### src/rtl/pipe_ctrl.sv
// pipe_ctrl: Y86-64 PIPE stall/bubble control, IDLE/RUN/DRAIN/HALTED lifecycle and saturating perf counters.
module pipe_ctrl #(
    parameter int CNT_W = 32
) (
    input  logic             clk,
    input  logic             rst,
    input  logic             start,
    input  logic [3:0]       D_icode,
    input  logic [3:0]       d_srcA,
    input  logic [3:0]       d_srcB,
    input  logic [3:0]       E_icode,
    input  logic [3:0]       E_dstM,
    input  logic             e_Cnd,
    input  logic [3:0]       M_icode,
    input  logic [2:0]       m_stat,
    input  logic [2:0]       W_stat,
    output logic             F_stall,
    output logic             D_stall,
    output logic             W_stall,
    output logic             D_bubble,
    output logic             E_bubble,
    output logic             M_bubble,
    output logic             set_cc,
    output logic             halted,
    output logic [2:0]       final_stat,
    output logic [CNT_W-1:0] cyc_cnt,
    output logic [CNT_W-1:0] ret_cnt,
    output logic [CNT_W-1:0] lu_cnt,
    output logic [CNT_W-1:0] mp_cnt
);
    typedef enum logic [1:0] {S_IDLE, S_RUN, S_DRAIN, S_HALT} state_t;
    state_t           r_state;
    logic [2:0]       r_final_stat;
    logic [CNT_W-1:0] r_cyc, r_ret, r_lu, r_mp;
    logic w_lu, w_rp, w_mp, w_xm, w_xw, w_busy, w_act, w_drain, w_halt;
    function automatic logic exc(input logic [2:0] s);
        return s == 3'b010 || s == 3'b011 || s == 3'b100;
    endfunction
    assign w_lu    = (E_icode == 4'h5 || E_icode == 4'hB) && E_dstM != 4'hF &&
                     (E_dstM == d_srcA || E_dstM == d_srcB);
    assign w_rp    = D_icode == 4'h9 || E_icode == 4'h9 || M_icode == 4'h9;
    assign w_mp    = E_icode == 4'h7 && !e_Cnd;
    assign w_xm    = exc(m_stat);
    assign w_xw    = exc(W_stat);
    assign w_busy  = r_state == S_RUN || r_state == S_DRAIN;
    // Reset forces IDLE-valued controls combinationally, whatever the state register holds.
    assign w_act   = !rst && w_busy;
    assign w_drain = !rst && r_state == S_DRAIN;
    assign w_halt  = !rst && r_state == S_HALT;
    assign F_stall    = w_act ? (w_lu | w_rp) : 1'b1;
    assign D_stall    = w_act ? w_lu : w_halt;
    assign D_bubble   = w_act ? (w_mp | (w_rp & ~w_lu)) : ~w_halt;
    assign E_bubble   = w_act ? (w_mp | w_lu) : 1'b1;
    assign M_bubble   = w_act ? (w_xm | w_xw | w_drain) : 1'b1;
    assign W_stall    = w_act ? w_xw : w_halt;
    assign set_cc     = w_act && !w_drain && E_icode == 4'h6 && !w_xm && !w_xw;
    assign halted     = w_halt;
    assign final_stat = r_final_stat;
    assign cyc_cnt    = r_cyc;
    assign ret_cnt    = r_ret;
    assign lu_cnt     = r_lu;
    assign mp_cnt     = r_mp;
    always_ff @(posedge clk) begin
        if (rst) begin
            r_state      <= S_IDLE;
            r_final_stat <= 3'b001;
            r_cyc        <= '0;
            r_ret        <= '0;
            r_lu         <= '0;
            r_mp         <= '0;
        end else begin
            if (r_state == S_IDLE && start)
                r_state <= S_RUN;
            else if (w_busy && w_xw) begin
                r_state      <= S_HALT;
                r_final_stat <= W_stat;
            end else if (r_state == S_RUN && w_xm)
                r_state <= S_DRAIN;
            if (w_busy) begin
                r_cyc <= r_cyc + CNT_W'(~&r_cyc);
                r_ret <= r_ret + CNT_W'((w_rp & ~w_lu) & ~&r_ret);
                r_lu  <= r_lu + CNT_W'(w_lu & ~&r_lu);
                r_mp  <= r_mp + CNT_W'(w_mp & ~&r_mp);
            end
        end
    end
endmodule

### config.mk
export PLATFORM = sky130hd
export DESIGN_NAME = pipe_ctrl
export DESIGN_NICKNAME = d
export VERILOG_FILES = /design/src/rtl/pipe_ctrl.sv
export SDC_FILE = /design/constraint.sdc
export NUM_CORES = 1
export LEC_CHECK = 0
export ABC_AREA = 0
export CORE_MARGIN = 2
export CORE_UTILIZATION = 49
export DETAILED_ROUTE_END_ITERATION = 8
export GPL_ROUTABILITY_DRIVEN = 0
export PLACE_DENSITY = 0.9
export SLEW_MARGIN = 30
export SYNTH_ARGS = -nofsm -noshare
export SYNTH_HDL_FRONTEND = slang
export SYNTH_SLANG_ARGS = --single-unit
### constraint.sdc
create_clock -name clk -period 3.93 [get_ports clk]
set_input_delay 0.393 -clock clk [delete_from_list [all_inputs] [get_ports clk]]
set_output_delay 0.393 -clock clk [all_outputs]
set_load 0.005 [all_outputs]
# Word-level counts from Yosys, hierarchy flattened
# Cells that the tools add are included.
# op_classes
bitwise_logic,14
addsub,4
reduce_logical,40
n_eq_ne,19
mux,9
# ops
cell,count
$reduce_and A32 Y1,4
$add A32 B1 Y32,3
$add A32 B32 Y32,1
$and A1 B32 Y32,1
$and A32 B1 Y32,1
$not A1 Y32,1
$eq A4 B4 Y1 const B,4
$logic_and A1 B1 Y1,13
$eq A3 B2 Y1 const B,4
$eq A4 B3 Y1 const B,3
$logic_not A1 Y1,9
$logic_or A1 B1 Y1,9
$eq A4 B4 Y1,2
$mux W1,7
$eq A3 B3 Y1 const B,2
$or A1 B1 Y1,5
$eq A2 B2 Y1 const B,2
$mux W2,2
$ne A4 B4 Y1 const B,1
$and A1 B1 Y1,3
$not A1 Y1,3
$reduce_bool A3 Y1,1
$eq A2 B1 Y1 const B,1
$logic_not A2 Y1,1
3 further kinds,3
# totals
out_inout_bits,139
in_bits,34
register_bits,133

# Longest topological paths before layout
# depth
ltp_word,8
ltp_mapped,13

# Worst setup path after synthesis
# No wires, ideal clock.
# synth_path
path_kind,register -> register
startpoint,"register r_ret[3], in the netlist ret_cnt[3]"
endpoint,"register r_ret[12], in the netlist ret_cnt[12]"
path_slack_ps,949
required_ps,3802
setup_time_ps,128
path_stages_with_launch,13
arrival_ps,2853
period_less_slack_ps,2981
cell_sequence,dfxtp_1 -> nand3_1 -> or3_1 -> or4_1 -> and3_1 -> ha_1 -> ha_1 -> nand2_1 -> or4_1 -> clkbuf_1 -> clkbuf_1 -> xnor2_1 -> nor2_1
# synth_via
elab_chain_cells,4
# synth_rtl
element,line,text
start: declaration,34,"logic [CNT_W-1:0] r_cyc, r_ret, r_lu, r_mp;"
start signal: assignment,81,r_ret <= r_ret + CNT_W'((w_rp & ~w_lu) & ~&r_ret);
$reduce_and A32 Y1,81,
$logic_not A1 Y1,81,
$and A32 B1 Y32,81,
$add A32 B32 Y32 (*),81,
# Every way passes the cells marked *; elsewhere a longest branch is shown, timed or not.
# A chain may end at the register's enable or synchronous reset.

# Worst setup path in the final report
# layout_path
startpoint,input E_dstM[3]
endpoint,"register r_ret[22], in the netlist ret_cnt[22]"
# layout_via
elab_chain_cells,7
# layout_rtl
element,line,text
start: declaration,12,"input logic [3:0] E_dstM,"
$ne A4 B4 Y1 / $eq A4 B4 Y1 (equally long branches),"39, 40",
$logic_and A1 B1 Y1 / $logic_or A1 B1 Y1 (equally long branches),"39, 40",
$logic_and A1 B1 Y1 (*),39,assign w_lu = (E_icode == 4'h5 || E_icode == 4'hB) && E_dstM != 4'hF &&
$not A1 Y32 (*),81,
$and A1 B32 Y32 (*),81,
$and A32 B1 Y32 (*),81,
$add A32 B32 Y32 (*),81,
# Marked as above.

==> flow_summary.toml <==
[outcome]
status = "complete, no violations"

[drt]
first_iter_violations = 539
ant_nets = 0
wire_per_inst_um = 15.8
first_pass_iters = 5
via_per_inst = 5.92
route.vias.total = 6788
wirelength_um = 18100
drc = 0

[sta]
final_hold_viol_count = 0
finalCriticalPeriod_ns = 3.38
worst_pin_slew_ns = 0.669
period_share = 0.859
fmax_mhz = 296
drv_slew = 0
fin_skew_ns = 0.0112
grt_setup_unrepaired = "no"
fin_ws_ns = 0.553
max_slew_margin = 0.554
finalSetupViolCount = 0
fin_setup_tns_ns = 0

[final_layout]
final_util = 0.686
multiInputGateArea_mm2 = 0.00382
fillerInstances = 1052
area_growth_pct = 35.8
drive_gt1_frac = 0.0526
nNetsFinal = 1004
regArea_mm2 = 0.00266

[logic_synthesis]
yosysMostFrequentCell = "dfxtp_1"
synth_edf_count = 0
synth-seq-cells = 133
yosys-top-cells-count = "dfxtp_1 (133), nor2_1 (69), a21oi_1 (68), nand3_1 (47)"
yosysTopAreaCellShare = 0.396
synth_nets = 843
ys_top_cells_by_area = "dfxtp_1 (40%), a21oi_1 (5.1%), or4_1 (4.9%), xor2_1 (4.3%), o31ai_1 (4.1%)"
avgSynthCellArea_um2 = 8.43
yosys_warnings = 0
yosysTopAreaCell = "dfxtp_1"
synth-main-ff-cell = "dfxtp_1"
seq_area_frac_synth = 0.396
postSynthCellCount = 797
async_flop_share = 0
synthesis.area_mm2 = 0.00672
ys_types = 45

[global_route]
antenna_found_initial = 1
grt_pass1_vias = 5968
overflow = 0
grt_max_degree = 66
grt_pass1_wl_um = 28700
track_usage = 0.239

[floorplanning]
ios = 173
dieArea_mm2 = 0.0147
die_h_um = 121
num_rows = 42
floorplan.initialDensity = 0.505
die_x_um = 121
core-area_mm2 = 0.0133

[critical_path]
crit_start = "E_dstM[3]"
start_kind = "input port"
endpoint = "ret_cnt[22]"
critical_path_arrival_ns = 3.72
crit_required_ns = 4.27
r2r_setup_slack_ns = 0.63
criticalPathCategory = "in -> reg"
timing.rr.start = "ret_cnt[14]"
cp-end-kind = "flip-flop"
r2r_end = "ret_cnt[22]"
crit_fanout = 19
worst-r2r-cell-count = 11

[clock_tree]
htree_levels = 4
cts-buffers-inserted = 17
cts_sinks = 133
cts_resized = 0
cts_setup_buffers = 0
clk_pin_slew_worst_paths_ns = 0.06
cts_tree = "yes"
clockRootBuffer = "clkbuf_16"
clock_latency_ns = 0.41
cts_max_path_buffers = 2
ctsHoldBuffers = 0

[worst_hold_path]
worstHoldPathType = "in -> reg"

[placed_design]
dp_slack_ns = 0.146
dp_hpwl_um = 12400
io_buffers = 172

[power]
clkPwrFrac = 0.481
p_comb_frac = 0.068
p_sw_frac = 0.219
power.switching_uw = 665
leakagePower_nw = 2.94
power_density_mw_per_mm2 = 333
seq_power_share = 0.451
peakVddDrop_mv = 0.284
internal-power_mw = 2.37

[flow_run]
cap_violations = 0
[power groups by stage]
stage               Clock (mW)  Combinational [mW]  Sequential [mW]
floorplan                    0               0.106             1.40
global placement             0               0.204             1.40
detailed placement           0               0.206             1.40
CTS                       1.48               0.207             1.37
global route              1.54               0.225             1.37
finish                    1.46               0.205             1.37
[cell type report]
type | count | share of cell area
diodes | 1 | 0.000274
clock buffers | 26 | 0.0536
clock inverters | 4 | 0.00521
inverters | 22 | 0.00905
multi-input cells | 603 | 0.419
flip-flops and latches | 133 | 0.292
well taps | 176 | 0.0241
repair buffers | 181 | 0.197
[sequential cells by signal, indices dropped and copies added, names as in the netlist]
signal,count
ret_cnt,32
mp_cnt,32
lu_cnt,32
cyc_cnt,32
final_stat,3
r_state,2
[cell usage in the layout, fill, tap and decap left out, types with 8 or more instances in the layout]
master	n
and4_1	20
ha_1	12
nor2_1	69
o31ai_1	37
inv_1	22
nor3_1	9
nand4_1	34
nor2b_1	12
and3_1	14
or3_1	32
a21oi_1	68
or4_1	44
mux2_2	8
buf_4	9
nor4_1	17
xor2_1	33
clkbuf_16	17
dfxtp_1	133
xnor2_1	18
nand2_1	44
clkdlybuf4s50_1	171
nand3_1	47
mux2i_1	10
o21ai_0	32
[worst max-delay path: stages]
cell and delay, ns:
clkdlybuf4s50_1 0.54, xor2_1 0.18, nor4_1 0.08, o2111ai_1 0.21, buf_4 0.17, and3_1 0.18
ha_1 0.21, ha_1 0.18, nand2_1 0.10, or4_1 0.77, or4_1 0.54, a21oi_1 0.14
[stage by stage]
| stage | hold WS [ns] | area [um^2] | cells | power (mW) |
|---|---|---|---|---|
| after floorplan | 0.461 | 6720 | 797 | 1.50 |
| after global placement | 0.445 | 8590 | 1115 | 1.60 |
| after detailed placement | 0.460 | 8590 | 1115 | 1.61 |
| after CTS | 0.304 | 9120 | 1145 | 3.06 |
| after global routing | 0.312 | 9130 | 1146 | 3.14 |
| final | 0.317 | 9130 | 1146 | 3.04 |
[how the worst min path moves through the flow]
stage	from	endpoint	slack [ns]	cells past startpoint
final	rst	lu_cnt[11]	0.32	2
after global routing	rst	lu_cnt[11]	0.31	2
after CTS	rst	lu_cnt[18]	0.30	2
after detailed placement	final_stat[0]	final_stat[0]	0.46	1
after global placement	final_stat[0]	final_stat[0]	0.44	1
after floorplan	final_stat[0]	final_stat[0]	0.46	1
[cells by family after synthesis]
group,count (synthesis),synth area share
multiplexers,19,0.0300
AND/OR/NAND/NOR,372,0.319
flip-flops,133,0.396
buffers and inverters,61,0.0350
AO/OA/AOI/OAI,149,0.131
XOR/XNOR,51,0.0665
adder cells (fa/ha/maj),12,0.0223
[routing by layer]
| layer | vias to the layer above | track usage | part of all wire |
|---|---|---|---|
| met1 | 3231 | 0.299 | 0.42 |
| li1 | 3304 | - | - |
| met2 | 233 | 0.407 | 0.51 |
| met4 | 0 | 0.0872 | 0.012 |
| met3 | 20 | 0.0498 | 0.058 |
| met5 | - | 0 | 0 |
(Power assumes the default switching activity.)
